<file path="src/rtl/burst_pkg.sv">
// Shared definitions for the burst scheduler: FSM state encoding, default widths
// and a constant-evaluable clog2 helper.
package burst_pkg;

    typedef enum logic [1:0] {
        IDLE  = 2'd0,
        BURST = 2'd1,
        DONE  = 2'd2
    } state_e;

    localparam int DEF_SIZEBURST = 5;

    function automatic int clog2(input int value);
        int r;
        r = 0;
        for (int i = 0; i < 31; i++) begin
            if ((1 << i) < value) begin
                r = i + 1;
            end
        end
        return r;
    endfunction

endpackage

</file>
<file path="src/rtl/burst_beat_cnt.sv">
// Beat counter for one burst: counts accepted beats, saturates at the latched length
// and flags the beat that completes the burst.
module burst_beat_cnt
    import burst_pkg::*;
#(
    parameter int SIZEBURST = DEF_SIZEBURST
) (
    input  logic                 clk,
    input  logic                 reset,
    input  logic                 clear,
    input  logic                 go,
    input  logic [SIZEBURST-1:0] len,
    output logic [SIZEBURST-1:0] count,
    output logic                 last
);

    logic [SIZEBURST-1:0] count_q;
    logic [SIZEBURST-1:0] count_d;

    always_comb begin
        count_d = count_q;
        if (clear) begin
            count_d = '0;
        end else if (go && (count_q != len)) begin
            count_d = count_q + 1'b1;
        end
    end

    always_ff @(posedge clk or negedge reset) begin
        if (!reset) begin
            count_q <= '0;
        end else begin
            count_q <= count_d;
        end
    end

    assign count = count_q;
    assign last  = go && (count_q == (len - 1'b1));

endmodule

</file>
<file path="src/rtl/burst_scheduler.sv">
// Round-robin owner of the shared burst datapath: grants one requester per burst,
// sequences its beats and releases on the last beat or on a stall watchdog.
module burst_scheduler
    import burst_pkg::*;
#(
    parameter int NREQ      = 4,
    parameter int SIZEBURST = DEF_SIZEBURST,
    parameter int IDW       = 2,
    parameter int TIMEOUT   = 64
) (
    input  logic                      clk,
    input  logic                      reset,
    input  logic [NREQ-1:0]           req,
    input  logic [NREQ*SIZEBURST-1:0] req_size,
    input  logic                      beat_valid,
    input  logic                      beat_ready,
    output logic [NREQ-1:0]           gnt,
    output logic [IDW-1:0]            gnt_id,
    output logic                      beat_en,
    output logic                      busy,
    output logic                      burst_done,
    output logic                      burst_abort,
    output logic [1:0]                dbg_state,
    output logic [SIZEBURST-1:0]      dbg_beats
);

    // Handshake: a beat moves only in BURST, in a cycle where beat_valid and
    // beat_ready are both high; beat_en is that combinational AND.

    localparam int SW = (TIMEOUT > 1) ? clog2(TIMEOUT) : 1;

    state_e               state_q, state_d;
    logic [NREQ-1:0]      gnt_q, gnt_d;
    logic [IDW-1:0]       gnt_id_q, gnt_id_d;
    logic [IDW-1:0]       ptr_q, ptr_d;
    logic [SIZEBURST-1:0] len_q, len_d;
    logic [SW-1:0]        stall_q, stall_d;
    logic                 abort_q, abort_d;

    logic [NREQ-1:0]      req_rot;
    logic [IDW-1:0]       off;
    logic [IDW:0]         win_sum;
    logic [IDW-1:0]       winner;
    logic [SIZEBURST-1:0] len_win;
    logic [SIZEBURST-1:0] beat_cnt;
    logic                 beat_last;
    logic                 timeout_hit;

    // Rotate so the pointer sits at bit 0, take the lowest set bit, rotate back.
    always_comb begin
        req_rot = NREQ'({req, req} >> ptr_q);
        off     = '0;
        for (int i = NREQ - 1; i >= 0; i--) begin
            if (req_rot[i]) begin
                off = IDW'(i);
            end
        end
        win_sum = {1'b0, ptr_q} + {1'b0, off};
        if (win_sum >= (IDW+1)'(NREQ)) begin
            win_sum = win_sum - (IDW+1)'(NREQ);
        end
        winner = win_sum[IDW-1:0];
    end

    always_comb begin
        len_win = '0;
        for (int i = 0; i < NREQ; i++) begin
            if (winner == IDW'(i)) begin
                len_win = req_size[i*SIZEBURST +: SIZEBURST];
            end
        end
    end

    burst_beat_cnt #(
        .SIZEBURST(SIZEBURST)
    ) u_beat_cnt (
        .clk  (clk),
        .reset(reset),
        .clear(state_q == IDLE),
        .go   (beat_en),
        .len  (len_q),
        .count(beat_cnt),
        .last (beat_last)
    );

    assign timeout_hit = (TIMEOUT != 0) && (stall_q == SW'(TIMEOUT - 1));

    always_ff @(posedge clk or negedge reset) begin
        if (!reset) begin
            state_q  <= IDLE;
            gnt_q    <= '0;
            gnt_id_q <= '0;
            ptr_q    <= '0;
            len_q    <= '0;
            stall_q  <= '0;
            abort_q  <= 1'b0;
        end else begin
            state_q  <= state_d;
            gnt_q    <= gnt_d;
            gnt_id_q <= gnt_id_d;
            ptr_q    <= ptr_d;
            len_q    <= len_d;
            stall_q  <= stall_d;
            abort_q  <= abort_d;
        end
    end

    always_comb begin
        state_d  = state_q;
        gnt_d    = gnt_q;
        gnt_id_d = gnt_id_q;
        ptr_d    = ptr_q;
        len_d    = len_q;
        stall_d  = stall_q;
        abort_d  = abort_q;
        case (state_q)
            IDLE: begin
                if (|req) begin
                    gnt_id_d = winner;
                    len_d    = len_win;
                    stall_d  = '0;
                    abort_d  = 1'b0;
                    // A zero-length burst never owns the datapath.
                    if (len_win == '0) begin
                        state_d = DONE;
                        gnt_d   = '0;
                    end else begin
                        state_d = BURST;
                        gnt_d   = NREQ'(1) << winner;
                    end
                end
            end
            BURST: begin
                if (beat_last) begin
                    state_d = DONE;
                    gnt_d   = '0;
                end else if (beat_en) begin
                    stall_d = '0;
                end else if (timeout_hit) begin
                    state_d = DONE;
                    gnt_d   = '0;
                    abort_d = 1'b1;
                end else if (TIMEOUT != 0) begin
                    stall_d = stall_q + 1'b1;
                end
            end
            DONE: begin
                state_d = IDLE;
                abort_d = 1'b0;
                ptr_d   = (gnt_id_q == IDW'(NREQ - 1)) ? '0 : gnt_id_q + 1'b1;
            end
            default: begin
                state_d = IDLE;
            end
        endcase
    end

    always_comb begin
        beat_en     = (state_q == BURST) && beat_valid && beat_ready;
        busy        = (state_q != IDLE);
        burst_done  = (state_q == DONE);
        burst_abort = (state_q == DONE) && abort_q;
        gnt         = gnt_q;
        gnt_id      = gnt_id_q;
        dbg_state   = state_q;
        dbg_beats   = beat_cnt;
    end

endmodule

</file>
<file path="config.mk">
export PLATFORM = sky130hd
export DESIGN_NAME = burst_scheduler
export DESIGN_NICKNAME = d
export VERILOG_FILES = /design/src/rtl/burst_pkg.sv /design/src/rtl/burst_beat_cnt.sv /design/src/rtl/burst_scheduler.sv
export SDC_FILE = /design/constraint.sdc
export NUM_CORES = 1
export LEC_CHECK = 0
export ABC_AREA = 1
export CORE_MARGIN = 2
export CORE_UTILIZATION = 55
export CTS_CLUSTER_SIZE = 40
export DETAILED_ROUTE_END_ITERATION = 10
export GPL_TIMING_DRIVEN = 0
export PLACE_DENSITY = 0.86
export SLEW_MARGIN = 10
export SYNTH_ARGS = -nofsm -noshare
export SYNTH_HDL_FRONTEND = slang
export SYNTH_HIERARCHICAL = 1
export SYNTH_SLANG_ARGS = --single-unit
</file>
<file path="constraint.sdc">
create_clock -name clk -period 6.9 [get_ports clk]
set_clock_uncertainty 0.1 [all_clocks]
set_input_delay 1.725 -clock clk [delete_from_list [all_inputs] [get_ports clk]]
set_output_delay 1.725 -clock clk [all_outputs]
set_load 0.01 [all_outputs]
</file>
==> results of run 1 <==
==> routing by layer <==
metal  track usage, %  wire length (um)  part of all wire (%)
met1             31.9              2140                    48
met2             38.0              2120                    48
met3             2.29               165                   3.7
met4             5.85                10                  0.23
met5                0                 0                     0
==> power by group through the flow <==
stage / sequential [mW] / clock, mW / combinational, mW
2_1_floorplan: 0.259 / 0 / 0.633
3_3_place_gp: 0.259 / 0 / 0.818
3_5_place_dp: 0.260 / 0 / 0.839
4_1_cts: 0.257 / 0.0714 / 0.845
5_1_grt: 0.264 / 0.0783 / 0.948
6_report: 0.257 / 0.0671 / 0.844
==> area by class of cell <==
cell class,count,area (um^2)
clock buffer,3,22.5
timing repair buffer,44,435
buffer,4,23.8
sequential,27,676
multi-input combinational,211,1120
clock inverter,1,5.00
fill,291,888
inverter,48,184
tap,46,57.6
==> synth_stat cells (2+ instances only) <==
cell / number
sky130_fd_sc_hd__nand2_1: 79
sky130_fd_sc_hd__inv_1: 41
sky130_fd_sc_hd__nand3_1: 30
sky130_fd_sc_hd__dfrtp_1: 27
sky130_fd_sc_hd__o21ai_0: 19
sky130_fd_sc_hd__nor2_1: 16
sky130_fd_sc_hd__nand4_1: 14
sky130_fd_sc_hd__nand2_2: 7
sky130_fd_sc_hd__o21ai_1: 6
sky130_fd_sc_hd__ha_1: 5
sky130_fd_sc_hd__inv_2: 4
sky130_fd_sc_hd__nor2_2: 4
sky130_fd_sc_hd__nor3_1: 4
sky130_fd_sc_hd__xnor2_1: 4
sky130_fd_sc_hd__a21oi_1: 3
sky130_fd_sc_hd__clkbuf_1: 2
sky130_fd_sc_hd__nand2_4: 2
sky130_fd_sc_hd__nor2_4: 2
==> state kept, by name, summed over array words and instances, names as in the netlist <==
signal,count
abort_q,1
stall_q,6
dbg_state,2
gnt_id,2
ptr_q,2
gnt,4
u_beat_cnt/count,5
len_q,5
==> kinds of logic (layout without fill, tap and decap cells) <==
group / after synthesis / after routing / synth area share [%]
xor+xnor: 5 / 5 / 2.18
fa+ha+maj: 5 / 5 / 3.12
simple gates: 165 / 165 / 40.0
buf+inv: 52 / 100 / 10.3
compound gates: 36 / 36 / 10.7
flops: 27 / 27 / 33.7
==> worst paths after layout <==
kind                       startpoint             endpoint  cells after the start
setup / recovery           beat_ready              beat_en                      4
hold / removal             stall_q[4]           stall_q[4]                      1
setup reg to reg             ptr_q[0]               gnt[3]                     19
hold reg to reg            stall_q[4]           stall_q[4]                      1
max in group asynchronous       reset            gnt_id[1]                      1
min in group asynchronous       reset  u_beat_cnt/count[0]                      1
==> worst reg2reg max path, stage by stage, from the launching register on <==
cell	delay, ns
sky130_fd_sc_hd__dfrtp_1	0.50
sky130_fd_sc_hd__inv_2	0.08
sky130_fd_sc_hd__nand2_1	0.09
sky130_fd_sc_hd__nand3_1	0.07
sky130_fd_sc_hd__nand2_1	0.11
sky130_fd_sc_hd__nand3_1	0.07
sky130_fd_sc_hd__a21boi_0	0.17
sky130_fd_sc_hd__ha_1	0.19
sky130_fd_sc_hd__xnor2_1	0.19
sky130_fd_sc_hd__inv_1	0.12
sky130_fd_sc_hd__nand2_4	0.14
sky130_fd_sc_hd__nand2_4	0.10
sky130_fd_sc_hd__inv_4	0.11
sky130_fd_sc_hd__nor2_4	0.05
sky130_fd_sc_hd__nand2_1	0.06
sky130_fd_sc_hd__nand2_1	0.05
sky130_fd_sc_hd__nand2_1	0.11
sky130_fd_sc_hd__nand3_1	0.10
sky130_fd_sc_hd__nor2_2	0.18
sky130_fd_sc_hd__o21ai_1	0.09
==> qor.yml, run 1 <==
diodes: 0
floorplan.die.height_um: 64.4
hold_class: "reg -> reg"
final_layout_size_suffix_gt1_share_pct: 10.1
pre_cts_ws_ns: 1.77
path_type_of_the_worst_setup_path: "in -> out"
ys_top_cells_by_area: "sky130_fd_sc_hd__dfrtp_1 (34%), sky130_fd_sc_hd__nand2_1 (15%), sky130_fd_sc_hd__inv_1 (7.7%), sky130_fd_sc_hd__nand3_1 (7.5%), sky130_fd_sc_hd__o21ai_0 (4.7%)"
crit_path_end_kind: "primary output"
setup_viol: 0
post_cts_setup_buffer_count: 0
number_of_buffers_on_the_longest_clock_path: 2
synth_edf_count: 0
clock_sink_count: 27
synth_top_cell_area_share_pct: 33.7
synth_fp_nets: 323
final_cell_count_no_fill: 384
tritoncts: "done"
power.ir.vdd_worst_v: 0.000324
number_of_synthesized_register_bits: 27
area_growth_pct: 25.9
power.density_nw_per_um2: 462
dieArea_um2: 4150
fin_area_um2: 2530
drv_cap: 0
finalSetupTns_ns: 0
post_cts_hold_buffer_count: 0
std_cell_rows: 21
first_pass_iters: 4
critPathArrivalTime_ns: 3.31
hold_ws_ns: 0.365
postLayoutCoreUtil_pct: 74.0
route.detailed.vias_per_inst: 5.26
floorplan.die.width_um: 64.4
r2r_setup_slack_ns: 4.11
post-route-period-util_pct: 74.4
fp.coreArea_um2: 3420
slew_headroom_pct: 56.4
globalplace.congestion: 0.930
status: "completed"
fin_ws_ns: 1.77
detail_route.wl_per_cell_um: 11.5
power.net_switching_mw: 0.627
p_sw_share_pct: 53.7
period_needed_ns: 5.13
worst_setup_hold_path_clk_slew_ns: 0.15
timing_max_transition_violations_final: 0
cellLeakagePower_nw: 1.21
clock_power_share_pct: 5.8
critical-path-top-cell-by-count: "sky130_fd_sc_hd__clkdlybuf4s50_1"
p_int_mw: 0.541
most_used_cells_in_the_layout_excluding_fill_and_tap_cells: "sky130_fd_sc_hd__nand2_1 (79), sky130_fd_sc_hd__clkdlybuf4s50_1 (43), sky130_fd_sc_hd__inv_1 (41)"
crit_chain: "clkdlybuf4s50_1, nand2_1, nor2_1, clkdlybuf4s50_1"
dpl.hpwl_mm: 3.55
route.antenna.remaining_nets: 0
synth_cells: 290
worst_slew_pin_slew_ns: 0.649
synth_cell_types: 39
routed_wirelength_mm: 4.44
ys_dominant_reg_cell: "sky130_fd_sc_hd__dfrtp_1"
grt_start_max_net_pins: 28
async_flop_share_pct: 100
top_level_ports: 45
critPathBufInv: 2
grt_pass1_vias: 1864
nNetsFinal: 372
cts_resized: 0
postSynthAreaPerCell_um2: 6.92
drc: 0
clk_root_buffer_cell: "sky130_fd_sc_hd__clkbuf_4"
post-place-cells: 380
rsz0062_at_grt: "false"
hold_viol_final: 0
clk_latency_ns: 0.32
fmaxAchievable_ghz: 0.195
dpl_cell_area_um2: 2500
slowest_stage: "sky130_fd_sc_hd__clkdlybuf4s50_1"
port_buffers: 44
drtIter0Drc: 118
critPathMaxStageDelay_ns: 0.63
synth_seq_area_share_pct: 33.7
layout_commonest_cell: "sky130_fd_sc_hd__nand2_1"
clock_tree.htree_level_count: 1
global_route.usage.total_pct: 22.8
power_frac_comb_pct: 72.3
cts_buffers: 3
crit_required_ns: 5.08
final_total_power_mw: 1.17
dr_total_vias: 2020
cpLargestDelayFamily: "buffers and inverters"
power.sequential.fraction_pct: 22.0
synth_area_um2: 2010
crit_fanout: 8
globalRoute.totalOverflow: 0
ys_warn_count: 6
nature_of_the_critical_path_startpoint: "primary input"
synth_top_cell_by_area: "sky130_fd_sc_hd__dfrtp_1"
grt_antenna_before_repair: 0
initial_core_utilization_pct: 58.8
grt_pass1_wl_mm: 7.73
No activity file was read; power rests on OpenSTA's default activity.
==> run 2, diff against run 1 <==
--- a/config.mk
+++ b/config.mk
@@ -7,11 +7,11 @@
 export LEC_CHECK = 0
 export ABC_AREA = 1
 export CORE_MARGIN = 2
-export CORE_UTILIZATION = 55
+export CORE_UTILIZATION = 46
 export CTS_CLUSTER_SIZE = 40
 export DETAILED_ROUTE_END_ITERATION = 10
 export GPL_TIMING_DRIVEN = 0
-export PLACE_DENSITY = 0.86
+export PLACE_DENSITY = 0.77
 export SLEW_MARGIN = 10
 export SYNTH_ARGS = -nofsm -noshare
 export SYNTH_HDL_FRONTEND = slang
==> constraint.sdc (replaced) <==
create_clock -name clk -period 4.7 [get_ports clk]
set_clock_uncertainty 0.1 [all_clocks]
set_input_delay 1.175 -clock clk [delete_from_list [all_inputs] [get_ports clk]]
set_output_delay 1.175 -clock clk [all_outputs]
set_load 0.01 [all_outputs]
==> run 2 against run 1 <==
  * First-iteration DRC count is 31% lower
  * Global-route usage shrank 3.6 points
  * Cell area up 1.1%
  * Core utilization fell by 14 points
  * Routed wire length down 0.79%
  * Largest power group unchanged
  * Combinational power is 45% higher
  * Largest cell class unchanged
==> qor.yml, run 2 (synthesis gave the netlist of run 1 again) <==
area_growth_pct: 27.4
drtIter0Drc: 82
post_cts_setup_buffer_count: 0
reg2reg_depth: 19
tritoncts: "done"
finalSetupTns_ns: 0
diodes: 0
dpl_cell_area_um2: 2510
final_layout_size_suffix_gt1_share_pct: 10.1
fmaxAchievable_ghz: 0.247
floorplan.die.width_um: 70.1
crit_fanout: 8
fp.coreArea_um2: 4260
rsz0062_at_grt: "false"
dpl.hpwl_mm: 3.56
fin_area_um2: 2560
power.ir.vdd_worst_v: 0.000455
final.fill_count: 396
worst_setup_hold_path_clk_slew_ns: 0.09
worst_slew_pin_slew_ns: 0.684
whs_endpoint: "stall_q[4]"
largest_register_ffs: 6
slew_headroom_pct: 54.0
number_of_buffers_on_the_longest_clock_path: 2
r2r_setup_slack_ns: 2.00
floorplan.die.height_um: 70.1
grt_antenna_before_repair: 0
critPathArrivalTime_ns: 2.78
final_cell_count_no_fill: 390
routed_wirelength_mm: 4.40
worstReg2RegEnd: "gnt[0]"
route.antenna.remaining_nets: 0
nature_of_the_critical_path_startpoint: "primary input"
period_needed_ns: 4.05
clk_latency_ns: 0.27
slowest_stage: "sky130_fd_sc_hd__clkdlybuf4s50_1"
std_cell_rows: 24
critPathMaxStageDelay_ns: 0.64
clock_tree.htree_level_count: 1
critical_path.reg2reg.startpoint: "ptr_q[0]"
status: "completed"
timing_max_transition_violations_final: 0
drc: 0
cts_resized: 0
post-route-period-util_pct: 86.2
layout_commonest_cell: "sky130_fd_sc_hd__nand2_1"
global_route.usage.total_pct: 19.3
cts_buffers: 3
nNetsFinal: 372
globalRoute.totalOverflow: 0
grt_pass1_wl_mm: 7.94
dr_total_vias: 1981
crit_required_ns: 3.42
setup_viol: 0
post-place-cells: 386
crit_path_end_kind: "primary output"
top_level_ports: 45
registers.top_by_ff_count: "stall_q"
hold_viol_final: 0
holdCritStartpoint: "stall_q[4]"
first_pass_iters: 4
globalplace.congestion: 0.926
detail_route.wl_per_cell_um: 11.3
min_delay_path_depth: 1
clk_root_buffer_cell: "sky130_fd_sc_hd__clkbuf_8"
hold_class: "reg -> reg"
route.detailed.vias_per_inst: 5.08
path_type_of_the_worst_setup_path: "in -> out"
post_cts_hold_buffer_count: 0
critical-path-top-cell-by-count: "sky130_fd_sc_hd__clkdlybuf4s50_1"
power.density_nw_per_um2: 678
port_buffers: 44
dieArea_um2: 4910
drv_cap: 0
most_used_cells_in_the_layout_excluding_fill_and_tap_cells: "sky130_fd_sc_hd__nand2_1 (79), sky130_fd_sc_hd__clkdlybuf4s50_1 (43), sky130_fd_sc_hd__inv_1 (41)"
grt_pass1_vias: 1868
crit_chain: "clkdlybuf4s50_1, nand2_1, nor2_1, clkdlybuf4s50_1"
cellLeakagePower_nw: 1.21
clock_sink_count: 27
postLayoutCoreUtil_pct: 59.9
grt_start_max_net_pins: 28
initial_core_utilization_pct: 47.1
## run 2: cell types whose count changed in the layout (fill, tap and decap cells not counted)
cell / delta
sky130_fd_sc_hd__clkinvlp_4: +1
sky130_fd_sc_hd__clkbuf_4: -3
sky130_fd_sc_hd__clkbuf_8: +3
sky130_fd_sc_hd__clkinv_2: -1
## run 2: how the worst max path moves through the flow
stage | startpoint | endpoint | slack, ns | depth (start not counted)
floorplan | req[1] | dbg_state[0] | 1.60 | 19
global placement | beat_ready | beat_en | 0.67 | 4
detailed placement | beat_valid | beat_en | 0.65 | 4
CTS | beat_valid | beat_en | 0.65 | 4
global route | beat_valid | beat_en | 0.55 | 4
finish | beat_valid | beat_en | 0.65 | 4
## run 2: cell type report
class | instances | area (um^2) | area share [%]
inverters | 48 | 184 | 7.20
clock buffers | 3 | 41.3 | 1.62
clock inverters | 1 | 7.51 | 0.294
multi-input cells | 211 | 1120 | 44.0
plain buffers | 4 | 23.8 | 0.930
repair buffers | 44 | 435 | 17.0
flip-flops and latches | 27 | 676 | 26.4
well taps | 52 | 65.1 | 2.55
## run 2: worst max-delay path: cells and delay by family
family        cells  cell delay [ns]
buf+inv           2             1.09
simple gates      2             0.51
## run 2: layer usage
layer | vias to the layer above | wire length (um) | track usage (%)
met1 | 904 | 2120 | 26.5
met3 | 4 | 131 | 3.03
met4 | 0 | 44 | 4.49
li1 | 1040 | - | -
met2 | 33 | 2100 | 32.1
met5 | - | 0 | 0
## run 2: report_power, final
group | internal [mW] | total (mW) | switching, mW
sequential | 0.306 | 0.377 | 0.0711
clock | 0.0602 | 0.135 | 0.0749
combinational | 0.457 | 1.22 | 0.765
## run 2: stage by stage
stage | worst slack, ns | hold slack [ns] | power (mW)
2_1_floorplan | 1.60 | 0.325 | 1.31
3_3_place_gp | 0.674 | 0.339 | 1.58
3_5_place_dp | 0.652 | 0.346 | 1.60
4_1_cts | 0.649 | 0.360 | 1.75
5_1_grt | 0.547 | 0.392 | 1.92
6_report | 0.647 | 0.359 | 1.73
==> run 3, diff against run 2 <==
--- a/config.mk
+++ b/config.mk
@@ -17,3 +17,4 @@
 export SYNTH_HDL_FRONTEND = slang
 export SYNTH_HIERARCHICAL = 1
 export SYNTH_SLANG_ARGS = --single-unit
+export TNS_END_PERCENT = 10
==> results of run 3 <==
Same layout as run 2: the final DEF is identical, and so are final timing and power.
